[config.mk]
export PLATFORM = sky130hd
export DESIGN_NAME = pipeline_ctrl_flat
export DESIGN_NICKNAME = d
export VERILOG_FILES = /design/src/rtl/pipeline_ctrl_if.sv /design/src/rtl/pipeline_ctrl.sv /design/src/flat_wrapper.sv
export SDC_FILE = /design/constraint.sdc
export NUM_CORES = 1
export LEC_CHECK = 0
export ABC_AREA = 1
export ABC_CLOCK_PERIOD_IN_PS = 2800
export CORE_ASPECT_RATIO = 2
export CORE_MARGIN = 1.5
export CORE_UTILIZATION = 55
export CTS_BUF_LIST = sky130_fd_sc_hd__clkbuf_2
export DETAILED_ROUTE_END_ITERATION = 8
export GPL_ROUTABILITY_DRIVEN = 0
export GPL_TIMING_DRIVEN = 0
export PLACE_DENSITY = 0.9
export RECOVER_POWER = 100
export SETUP_SLACK_MARGIN = 0.15
export SKIP_CTS_REPAIR_TIMING = 1
export SYNTH_ARGS = -nofsm -noshare
export SYNTH_HDL_FRONTEND = slang
export SYNTH_SLANG_ARGS = --single-unit
[constraint.sdc]
create_clock -name clk -period 2.8 [get_ports clk]
set_input_delay 0.56 -clock clk [delete_from_list [all_inputs] [get_ports clk]]
set_output_delay 0.56 -clock clk [all_outputs]
set_load 0.05 [all_outputs]
[src/rtl/pipeline_ctrl_if.sv]
`default_nettype none
// ============================================================================
// Module      : pipeline_ctrl_if
// Description : Bundles the decode, execute, writeback and redirect signals
//               exchanged between the issue controller and the rest of the
//               core.
//               master = core side (drives decode/EX/WB/redirect inputs).
//               slave  = pipeline_ctrl (drives stall/issue/flush/status).
// Ports       : d_valid, d_pc, d_opcode, d_funct3, d_rd, d_rs1, d_rs2,
//               ex_busy, br_taken, br_target, wb_valid, wb_rd, resume
//               (master -> slave); stall, issue, flush, flush_pc, halted,
//               busy_map (slave -> master)
// Revision    : 1.0 - initial release
// ============================================================================
interface pipeline_ctrl_if;
  logic        d_valid;
  logic [31:0] d_pc;
  logic [6:0]  d_opcode;
  logic [2:0]  d_funct3;
  logic [4:0]  d_rd;
  logic [4:0]  d_rs1;
  logic [4:0]  d_rs2;
  logic        ex_busy;
  logic        br_taken;
  logic [31:0] br_target;
  logic        wb_valid;
  logic [4:0]  wb_rd;
  logic        resume;
  logic        stall;
  logic        issue;
  logic        flush;
  logic [31:0] flush_pc;
  logic        halted;
  logic [31:0] busy_map;

  modport master (
    output d_valid, d_pc, d_opcode, d_funct3, d_rd, d_rs1, d_rs2,
           ex_busy, br_taken, br_target, wb_valid, wb_rd, resume,
    input  stall, issue, flush, flush_pc, halted, busy_map
  );

  modport slave (
    input  d_valid, d_pc, d_opcode, d_funct3, d_rd, d_rs1, d_rs2,
           ex_busy, br_taken, br_target, wb_valid, wb_rd, resume,
    output stall, issue, flush, flush_pc, halted, busy_map
  );
endinterface
`default_nettype wire

[src/rtl/pipeline_ctrl.sv]
`default_nettype none
// ============================================================================
// Module      : pipeline_ctrl
// Description : Scoreboard-based issue controller for the RV32I core. Tracks
//               registers with pending writes, gates issue with STALL/ISSUE,
//               sequences redirect flushes and drains to HALT on ECALL/EBREAK.
// Ports       : clk, rst (sync, active-high)
//               bus (pipeline_ctrl_if.slave): decode fields, ex_busy,
//               br_taken/br_target, wb_valid/wb_rd, resume in;
//               stall, issue (comb), flush, flush_pc, halted, busy_map (reg)
// Parameters  : FLUSH_CYCLES - squash length after a redirect (1..15)
// Revision    : 1.0 - initial release
// ============================================================================
module pipeline_ctrl #(
  parameter int FLUSH_CYCLES = 2
) (
  input  wire             clk,
  input  wire             rst,
  pipeline_ctrl_if.slave  bus
);

  localparam logic [1:0] S_RUN   = 2'd0;
  localparam logic [1:0] S_DRAIN = 2'd1;
  localparam logic [1:0] S_HALT  = 2'd2;
  localparam logic [1:0] S_FLUSH = 2'd3;

  localparam logic [3:0] C_FLUSH_LOAD = 4'(FLUSH_CYCLES);

  logic [1:0]  state_q, state_d;
  logic [3:0]  cnt_q, cnt_d;
  logic [31:0] busy_q, busy_d;
  logic [31:0] sys_pc_q, sys_pc_d;
  logic        flush_q, flush_d;
  logic [31:0] flush_pc_q, flush_pc_d;
  logic        halted_q, halted_d;

  logic        rs1_used, rs2_used, rd_wr, is_sys, hazard;
  logic        issue, stall;

  // Opcode classification
  always_comb begin
    rs1_used = 1'b0;
    rs2_used = 1'b0;
    rd_wr    = 1'b0;
    case (bus.d_opcode)
      7'b0110111, 7'b0010111, 7'b1101111: rd_wr = 1'b1;
      7'b1100111: begin rs1_used = 1'b1; rd_wr = 1'b1; end
      7'b1100011: begin rs1_used = 1'b1; rs2_used = 1'b1; end
      7'b0000011: begin rs1_used = 1'b1; rd_wr = 1'b1; end
      7'b0100011: begin rs1_used = 1'b1; rs2_used = 1'b1; end
      7'b0010011: begin rs1_used = 1'b1; rd_wr = 1'b1; end
      7'b0110011: begin rs1_used = 1'b1; rs2_used = 1'b1; rd_wr = 1'b1; end
      default: ;
    endcase
    is_sys = (bus.d_opcode == 7'b1110011) && (bus.d_funct3 == 3'd0);
  end

  // Registered map only: a writeback this cycle releases the reader next cycle.
  // The rd term blocks WAW so a single pending bit per register suffices.
  assign hazard = (rs1_used && (bus.d_rs1 != 5'd0) && busy_q[bus.d_rs1]) ||
                  (rs2_used && (bus.d_rs2 != 5'd0) && busy_q[bus.d_rs2]) ||
                  (rd_wr    && (bus.d_rd  != 5'd0) && busy_q[bus.d_rd]);

  // State register and registered outputs
  always_ff @(posedge clk) begin
    if (rst) begin
      state_q    <= S_RUN;
      cnt_q      <= 4'd0;
      busy_q     <= 32'd0;
      sys_pc_q   <= 32'd0;
      flush_q    <= 1'b0;
      flush_pc_q <= 32'd0;
      halted_q   <= 1'b0;
    end else begin
      state_q    <= state_d;
      cnt_q      <= cnt_d;
      busy_q     <= busy_d;
      sys_pc_q   <= sys_pc_d;
      flush_q    <= flush_d;
      flush_pc_q <= flush_pc_d;
      halted_q   <= halted_d;
    end
  end

  // Next-state logic
  always_comb begin
    state_d    = state_q;
    cnt_d      = cnt_q;
    sys_pc_d   = sys_pc_q;
    flush_d    = 1'b0;
    flush_pc_d = flush_pc_q;
    case (state_q)
      S_RUN, S_DRAIN: begin
        if (bus.br_taken) begin
          state_d    = S_FLUSH;
          cnt_d      = C_FLUSH_LOAD;
          flush_d    = 1'b1;
          flush_pc_d = bus.br_target;
        end else if (state_q == S_RUN) begin
          if (bus.d_valid && is_sys) begin
            state_d  = S_DRAIN;
            sys_pc_d = bus.d_pc;
          end
        end else if ((busy_q == 32'd0) && !bus.ex_busy) begin
          state_d = S_HALT;
        end
      end
      S_HALT: begin
        if (bus.resume) begin
          state_d    = S_FLUSH;
          cnt_d      = C_FLUSH_LOAD;
          flush_d    = 1'b1;
          flush_pc_d = sys_pc_q + 32'd4;
        end
      end
      S_FLUSH: begin
        cnt_d = cnt_q - 4'd1;
        if (cnt_q <= 4'd1) begin
          state_d = S_RUN;
        end
      end
      default: state_d = S_RUN;
    endcase
    halted_d = (state_d == S_HALT);
  end

  // Scoreboard update: clear first so a same-cycle set wins
  always_comb begin
    busy_d = busy_q;
    if (bus.wb_valid) begin
      busy_d[bus.wb_rd] = 1'b0;
    end
    if (issue && rd_wr && (bus.d_rd != 5'd0)) begin
      busy_d[bus.d_rd] = 1'b1;
    end
    busy_d[0] = 1'b0;
  end

  // Output logic
  always_comb begin
    issue = 1'b0;
    stall = 1'b0;
    if (!rst) begin
      case (state_q)
        S_RUN: begin
          issue = bus.d_valid && !is_sys && !hazard && !bus.ex_busy && !bus.br_taken;
          stall = bus.d_valid && !issue && !bus.br_taken;
        end
        S_DRAIN, S_HALT: stall = 1'b1;
        default: ;
      endcase
    end
  end

  assign bus.issue    = issue;
  assign bus.stall    = stall;
  assign bus.flush    = flush_q;
  assign bus.flush_pc = flush_pc_q;
  assign bus.halted   = halted_q;
  assign bus.busy_map = busy_q;

endmodule
`default_nettype wire
[src/flat_wrapper.sv]
// flat-port wrapper written by rule: the top's interface ports become plain ports
module pipeline_ctrl_flat 
#(
  parameter int FLUSH_CYCLES = 2
)
  (clk, rst, bus_d_valid, bus_d_pc, bus_d_opcode, bus_d_funct3, bus_d_rd, bus_d_rs1, bus_d_rs2, bus_ex_busy, bus_br_taken, bus_br_target, bus_wb_valid, bus_wb_rd, bus_resume, bus_stall, bus_issue, bus_flush, bus_flush_pc, bus_halted, bus_busy_map);
  pipeline_ctrl_if bus_i ();
  input  wire clk;
  input  wire rst;
  input wire logic [$bits(bus_i.d_valid)-1:0] bus_d_valid;
  input wire logic [$bits(bus_i.d_pc)-1:0] bus_d_pc;
  input wire logic [$bits(bus_i.d_opcode)-1:0] bus_d_opcode;
  input wire logic [$bits(bus_i.d_funct3)-1:0] bus_d_funct3;
  input wire logic [$bits(bus_i.d_rd)-1:0] bus_d_rd;
  input wire logic [$bits(bus_i.d_rs1)-1:0] bus_d_rs1;
  input wire logic [$bits(bus_i.d_rs2)-1:0] bus_d_rs2;
  input wire logic [$bits(bus_i.ex_busy)-1:0] bus_ex_busy;
  input wire logic [$bits(bus_i.br_taken)-1:0] bus_br_taken;
  input wire logic [$bits(bus_i.br_target)-1:0] bus_br_target;
  input wire logic [$bits(bus_i.wb_valid)-1:0] bus_wb_valid;
  input wire logic [$bits(bus_i.wb_rd)-1:0] bus_wb_rd;
  input wire logic [$bits(bus_i.resume)-1:0] bus_resume;
  output wire logic [$bits(bus_i.stall)-1:0] bus_stall;
  output wire logic [$bits(bus_i.issue)-1:0] bus_issue;
  output wire logic [$bits(bus_i.flush)-1:0] bus_flush;
  output wire logic [$bits(bus_i.flush_pc)-1:0] bus_flush_pc;
  output wire logic [$bits(bus_i.halted)-1:0] bus_halted;
  output wire logic [$bits(bus_i.busy_map)-1:0] bus_busy_map;
  assign bus_i.d_valid = bus_d_valid;
  assign bus_i.d_pc = bus_d_pc;
  assign bus_i.d_opcode = bus_d_opcode;
  assign bus_i.d_funct3 = bus_d_funct3;
  assign bus_i.d_rd = bus_d_rd;
  assign bus_i.d_rs1 = bus_d_rs1;
  assign bus_i.d_rs2 = bus_d_rs2;
  assign bus_i.ex_busy = bus_ex_busy;
  assign bus_i.br_taken = bus_br_taken;
  assign bus_i.br_target = bus_br_target;
  assign bus_i.wb_valid = bus_wb_valid;
  assign bus_i.wb_rd = bus_wb_rd;
  assign bus_i.resume = bus_resume;
  assign bus_stall = bus_i.stall;
  assign bus_issue = bus_i.issue;
  assign bus_flush = bus_i.flush;
  assign bus_flush_pc = bus_i.flush_pc;
  assign bus_halted = bus_i.halted;
  assign bus_busy_map = bus_i.busy_map;
  pipeline_ctrl #(.FLUSH_CYCLES(FLUSH_CYCLES)) u_core (.clk(clk), .rst(rst), .bus(bus_i));
endmodule
# Yosys cells after proc, flatten, opt, wreduce, memory -nomap -nowiden
# Index checks and enable logic that the tools add are counted.
[totals]
ram_bits = 0
register_bits = 104
latchBits = 0
elab_cells = 113
rom_bits = 0
memories = 0
[classes]
mux = 35
n_eq_ne = 16
reduce_logical = 41
bitwise = 4
n_lt_le_gt_ge = 7
n_mul = 0
n_div = 0
n_addsub = 2
n_shift = 0
[ops]
columns = ["op", "n"]
rows = [
  ["$mux 32", 4],
  ["$pmux 32 s2", 1],
  ["$add 32x3->32 const B", 1],
  ["$and 32x32->32", 1],
  ["$logic_not 32->1", 1],
  ["$not 32->32", 1],
  ["$or 32x32->32", 1],
  ["$eq 7x7->1 const B", 4],
  ["$lt 5x6->1 const B", 4],
  ["$eq 7x6->1 const B", 3],
  ["$logic_and 1x1->1", 19],
  ["$bmux 1 s5", 3],
  ["$reduce_bool 5->1", 3],
  ["$eq 7x5->1 const B", 2],
  ["$mux 1", 13],
  ["$mux 2", 6],
  ["$pmux 4 s3", 1],
  ["$demux 1 s5", 2],
  ["$ge 5x1->1 const B", 2],
  ["$mux 4", 2],
  ["$eq 7x2->1 const B", 1],
  ["$reduce_or 7->1", 1],
  ["$eq 2x2->1 const B", 3],
  ["$pmux 2 s3", 1],
  ["other kinds (17)", 25],
]

# Longest topological paths before layout
# Gate-level depths: netlist of run 1.
[depth]
ltp_word = 16
depth_mapped = 16
ltp_nobuf = 14

# Least setup slack after synthesis of run 1
# OpenSTA, ideal clock, no wires.
[synth_timing]
path_type = "input to output"
from = "in bus_d_rs2[0]"
to = "out bus_issue"
required_time_ns = 2.240
stages = 9
arrival_ns = 2.862
path_slack_ns = -0.622
cell_sequence = "buf_4 > buf_2 > nand2_1 > nand3_1 > nand3_1 > nand3_1 > nand3_1 > a21oi_1 > nor4_1"
[synth_between]
elab_chain_len = 11
word_cells_on_any_way = 13
[synth_lines]
columns = ["item", "line_no", "source"]
rows = [
  ["start: declaration", "flat_wrapper.sv:16", "input wire logic [$bits(bus_i.d_rs2)-1:0] bus_d_rs2;"],
  ["$bmux 1 s5 or $reduce_bool 5->1 (tied branches)", "pipeline_ctrl.sv:61", "(rs2_used && (bus.d_rs2 != 5'd0) && busy_q[bus.d_rs2]) ||"],
  ["$mux 1 (implied by the code) or $logic_and 1x1->1 (tied branches)", "pipeline_ctrl.sv:61", ""],
  ["$logic_and 1x1->1 *", "pipeline_ctrl.sv:61", ""],
  ["$logic_or 1x1->1 *", "pipeline_ctrl.sv:60", "assign hazard = (rs1_used && (bus.d_rs1 != 5'd0) && busy_q[bus.d_rs1]) ||"],
  ["$logic_or 1x1->1 *", "pipeline_ctrl.sv:61", ""],
  ["$logic_not 1->1 *", "pipeline_ctrl.sv:146", "issue = bus.d_valid && !is_sys && !hazard && !bus.ex_busy && !bus.br_taken;"],
  ["$logic_and 1x1->1 * (3 in a row)", "pipeline_ctrl.sv:146", ""],
  ["$mux 1 *", "pipeline_ctrl.sv:144", "case (state_q)"],
  ["$mux 1 *", "pipeline_ctrl.sv:143", "if (!rst) begin"],
  ["end: declaration", "flat_wrapper.sv:24", "output wire logic [$bits(bus_i.issue)-1:0] bus_issue;"],
]
# Mark *: on every way between the ends. The rest lies on a longest branch, timed or not. The select of a mux whose other input is x is not followed.

# Worst setup path in the final report of run 1
[layout_timing]
from = "in bus_d_rd[1]"
to = "out bus_stall"
[layout_between]
elab_chain_len = 13
word_cells_on_any_way = 15
[layout_lines]
columns = ["item", "line_no", "source"]
rows = [
  ["start: declaration", "flat_wrapper.sv:14", "input wire logic [$bits(bus_i.d_rd)-1:0] bus_d_rd;"],
  ["$bmux 1 s5 or $reduce_bool 5->1 (tied branches)", "pipeline_ctrl.sv:62", "(rd_wr && (bus.d_rd != 5'd0) && busy_q[bus.d_rd]);"],
  ["$mux 1 (implied by the code) or $logic_and 1x1->1 (tied branches)", "pipeline_ctrl.sv:62", ""],
  ["$logic_and 1x1->1 *", "pipeline_ctrl.sv:62", ""],
  ["$logic_or 1x1->1 *", "pipeline_ctrl.sv:61", ""],
  ["$logic_not 1->1 *", "pipeline_ctrl.sv:146", ""],
  ["$logic_and 1x1->1 * (3 in a row)", "pipeline_ctrl.sv:146", ""],
  ["$logic_not 1->1 *", "pipeline_ctrl.sv:147", "stall = bus.d_valid && !issue && !bus.br_taken;"],
  ["$logic_and 1x1->1 * (2 in a row)", "pipeline_ctrl.sv:147", ""],
  ["$pmux 1 s2 *", "pipeline_ctrl.sv:144", ""],
  ["$mux 1 *", "pipeline_ctrl.sv:143", ""],
  ["end: declaration", "flat_wrapper.sv:23", "output wire logic [$bits(bus_i.stall)-1:0] bus_stall;"],
]
# Marked as above.

==> out/qor_table.md, run 1 <==
| Item | Reported |
|:---|:---|
| Fraction of post-synthesis cell area in the top cell type by area | 0.3194 |
| Setup slack of the most critical reg-to-reg path | 0.24 ns |
| Power, Total | 0.003737 W |
| Insertion delay to the later sink of the worst-skew pair | 0.62 ns |
| Crit Reg-Reg Startpoint | u_core.bus.busy_map[29] |
| Mean area per synthesized cell | 6.386 um2 |
| CTS sink count | 103 |
| Number of antenna violations at the first check in global routing | 2 |
| Slew at the pin closest to its max-slew limit | 0.8391 ns |
| Xor-xnor portion of the synthesized cell area | 0.02035 |
| Maximum number of pins on one net before global-route repair | 19 |
| Type of destination of the critical path | output port |
| Period utilization | 1.093 |
| Cells taking the most area after synthesis | sky130_fd_sc_hd__dfxtp_1, sky130_fd_sc_hd__nand2_1, sky130_fd_sc_hd__a21oi_1 |
| Crit path launch type | input port |
| Detailed-route via count | 8,317 |
| Area share of fa/ha/maj cells after synthesis | 0.01357 |
| Number of cells on the worst reg-to-reg path | 13 |
| Area of combinational cells with multiple inputs | 3837 um2 |
| Cell area after synthesis | 6456 um2 |
| F_max | 326.8 MHz |
| Detailed placer's ending HPWL | 19.86 mm |
| Power share of the combinational group | 0.387 |
| Reg power frac | 0.433 |
| Sequential cell area fraction in the yosys report | 0.3194 |
| Most instantiated flip-flop cell in the synthesis netlist | sky130_fd_sc_hd__dfxtp_1 |
| Bufs and invs on worst path | 4 |
| First-pass DRT Iterations | 8 |
| Cell with the most instances on the worst path | sky130_fd_sc_hd__nand2_1 |
| Areal power density over the cells | 432.6 nW/um2 |
| End of the worst register-to-register path | u_core.bus.busy_map[15] |
| Post-synthesis sequential element count | 103 |
| Failing checks | setup timing |
| Ordered cell list for the critical path | dlymetal6s2s_1 > inv_4 > nand2_4 > buf_6 > nor2_2 > nor2_1 > nand2_1 > nand2_1 > nand2_1 > nor2_2 > nand3_2 > nand3_4 > o21ai_4 > a21oi_4 > buf_6 |
| Share of cells above drive strength 1 | 0.1171 |
| Number of synthesized flops with an enable pin | 0 |
| Root buffer cell | sky130_fd_sc_hd__clkbuf_2 |
| Cell Int Power | 0.002182 W |
| Required time at the worst-slack endpoint | 2.24 ns |
| Critical path startpoint | bus_d_rd[1] |
| Final worst-path setup slack | -0.2597 ns |
| Dominant cell type by area after synthesis | sky130_fd_sc_hd__dfxtp_1 |
| Floorplan die area | 12,440 um2 |
| DR WL/cell | 20.13 um |
| Combined flip-flop and latch cell area | 2125 um2 |
| Leakage dissipation | 3.309 nW |
| Leftover overflow at the end of global routing | 0 |
| Status | complete, but fails checks |
| Via count normalized by instance count | 6.211 |
| Critical setup path kind | in2out |
| TritonCTS clock tree | done |
| Violation count after the first detailed-route iteration | 1,005 |
| Count of pins on the block boundary | 169 |
| Pins over their slew limit | 0 |
| Peak supply drop | 0.4537 mV |
| Final wirelength | 26.96 mm |
| Tot GR Track Use | 0.4242 |
| Starting density of the core | 0.5686 |
| Setup crit end | bus_stall |
| Synth warnings | 0 |
| Final count of negative-setup-slack endpoints | 2 |
| Fin. Hold Viols | 0 |
| First-pass GRT wire length | 39.20 mm |
| Number of port buffers | 162 |
| Class of the tightest hold or removal check | reg2reg |
| Cell with the largest stage delay on the worst path | sky130_fd_sc_hd__dlymetal6s2s_1 |
| Largest fanout on the critical path | 10 |
| Worst Path Arrival | 2.50 ns |
| Clk pin slew, worst setup/hold paths | 0.30 ns |
| Relative contribution of the clock network to total power | 0.180 |
| Complex-gate fraction of the synthesized area | 0.1969 |
| Number of max-cap violations | 0 |
| Number of design rule violations left after detail routing | 0 |
| Final core utilization | 0.7608 |
| Number of nets with antenna violations after detailed routing | 0 |
| Layout overhead on the synthesized area | 33.80% |
| Switching fraction of total power | 0.4160 |
| Relative slew margins | 0.4354 |
| Number of levels the H-tree was split into | 3 |
| Largest family of logic cells by synthesized area | simple AND/OR/NAND/NOR gates |
| Via count of the first global-routing pass | 7,830 |
| Worst setup skew after layout | 0.04000 ns |
| Max stage delay on crit path | 0.31 ns |
| Final period demand of the worst path | 3.060 ns |
| Mapped Nets | 1,119 |
| Die Ht | 156.2 um |
| Min Hold Slack | 0.4677 ns |
| Number of fillers in the final layout | 921 |
| Net total in the final layout | 1,299 |
| Standard-cell rows | 55 |
| Die X | 79.61 um |
| Net switching power | 0.001555 W |
| Gate count after technology mapping | 1,011 |
| Max Root-Sink Buffers | 2 |
| Number of distinct standard cells referenced by the synthesized netlist | 40 |
| Cell family with most CP delay | simple AND/OR/NAND/NOR gates |
| Number of buffers created by CTS | 9 |
| Core Footprint | 11,350 um2 |
| Proportion of register bits with asynchronous set or reset after synthesis | 0 |
| RSZ-0062 raised after global routing | yes |
| Share of cell area taken by muxes after synthesis | 0 |
| Path length in cells of the critical path | 15 |
| Simple-gate share of the synthesized area | 0.3397 |
-- per-layer routing --
metal	part of all wire	wire length (um)	global-route usage
met3	0.11	2836	0.1289
met2	0.49	13340	0.7333
met1	0.29	7701	0.3660
met4	0.11	3055	0.4227
met5	0.00074	20	0
-- metrics by stage --
stage	setup WS, ns	area [um2]	instances	TNS (ns)
after CTS	-1.256	8384	1331	-2.177
after detailed placement	-1.260	8285	1315	-6.999
after floorplan	0.2183	6486	1011	0
after global routing	-0.4383	8638	1339	-2.626
final	-0.2597	8638	1339	-0.3472
after global placement	-1.252	8285	1315	-5.547
-- worst min-delay path by stage --
stage	to	cells after the start	startpoint	slack, ns
after global routing	u_core.bus.flush_pc[1]	3	bus_br_target[1]	0.46
after detailed placement	u_core.sys_pc_q[1]	2	u_core.sys_pc_q[1]	0.44
after global placement	u_core.sys_pc_q[0]	2	u_core.sys_pc_q[0]	0.44
final	u_core.sys_pc_q[0]	2	u_core.sys_pc_q[0]	0.47
after CTS	u_core.bus.flush_pc[0]	3	bus_br_target[0]	0.45
after floorplan	u_core.sys_pc_q[1]	2	u_core.sys_pc_q[1]	0.42
-- kinds of logic after synthesis --
family	Yosys count
simple gates	483
compound gates	244
buf+inv	158
flops	103
xor+xnor	15
fa+ha+maj	7
other cells	1
-- cells in the final DEF (no fill, tap or decap), drive strengths merged, types with 3 or more instances in the layout --
cell and count:
nand2 174, clkdlybuf4s50 154, nor2 131, a21oi 116, o21ai 109, inv 107
dfxtp 103, nand3 89, nand4 45, clkbuf 39, buf 32, nor3 28
xor2 15, nor4 10, o211ai 9, ha 7, dlymetal6s2s 6, a31oi 5
or2 4, clkinv 3
-- worst min-delay path: cells and delay by family, from the launching register on --
kind	cells	cell delay (ns)
flops	1	0.38
buf+inv	1	0.05
compound gates	1	0.05
-- synthesized netlist by cell type, types with 2 or more instances --
cell,number
sky130_fd_sc_hd__o21ai_1,9
sky130_fd_sc_hd__inv_4,2
sky130_fd_sc_hd__nor3_1,28
sky130_fd_sc_hd__clkbuf_1,29
sky130_fd_sc_hd__nand2_1,168
sky130_fd_sc_hd__nor2_2,10
sky130_fd_sc_hd__nand2_4,2
sky130_fd_sc_hd__o21ai_0,100
sky130_fd_sc_hd__buf_6,11
sky130_fd_sc_hd__or2_2,4
sky130_fd_sc_hd__nor2_1,120
sky130_fd_sc_hd__o211ai_1,8
sky130_fd_sc_hd__buf_4,3
sky130_fd_sc_hd__a31oi_1,5
sky130_fd_sc_hd__dfxtp_1,103
sky130_fd_sc_hd__inv_2,9
sky130_fd_sc_hd__nand4_1,45
sky130_fd_sc_hd__buf_2,8
sky130_fd_sc_hd__nand3_2,2
sky130_fd_sc_hd__inv_1,92
sky130_fd_sc_hd__nand2_2,4
sky130_fd_sc_hd__a21oi_1,116
sky130_fd_sc_hd__nand3_1,86
sky130_fd_sc_hd__buf_1,2
sky130_fd_sc_hd__ha_1,7
sky130_fd_sc_hd__xor2_1,15
sky130_fd_sc_hd__nor4_1,10
-- area by class of cell --
class | count | area share
antenna | 1 | 0.0002897
tap | 142 | 0.02057
timing repair buffer | 169 | 0.1958
clock buffer | 9 | 0.005214
clock inverter | 7 | 0.006228
inverter | 105 | 0.04722
buffer | 53 | 0.03447
multi-input combinational | 750 | 0.4442
sequential | 103 | 0.2459
-- flip-flops by register name, indices dropped and copies added (netlist names) --
signal               cells
u_core.sys_pc_q         32
u_core.bus.halted        1
u_core.cnt_q             4
u_core.bus.flush_pc     32
u_core.bus.busy_map     31
u_core.state_q           2
u_core.bus.flush         1
-- power by group through the flow --
stage	Sequential (W)	Combinational (W)	Clock, W
floorplan	0.00193	0.000564	0
global placement	0.00165	0.00135	0
detailed placement	0.00165	0.00137	0
CTS	0.00163	0.00138	0.000676
global route	0.00163	0.00153	0.000727
finish	0.00162	0.00144	0.000674
Power figures use the tool's default switching activity.
==> run 2: changes to the inputs <==
--- a/config.mk
+++ b/config.mk
@@ -11,6 +11,7 @@
 export CORE_MARGIN = 1.5
 export CORE_UTILIZATION = 55
 export CTS_BUF_LIST = sky130_fd_sc_hd__clkbuf_2
+export CTS_CLUSTER_SIZE = 14
 export DETAILED_ROUTE_END_ITERATION = 8
 export GPL_ROUTABILITY_DRIVEN = 0
 export GPL_TIMING_DRIVEN = 0
==> results of run 2 <==
Final layout, timing and power as in run 1 (identical DEF).
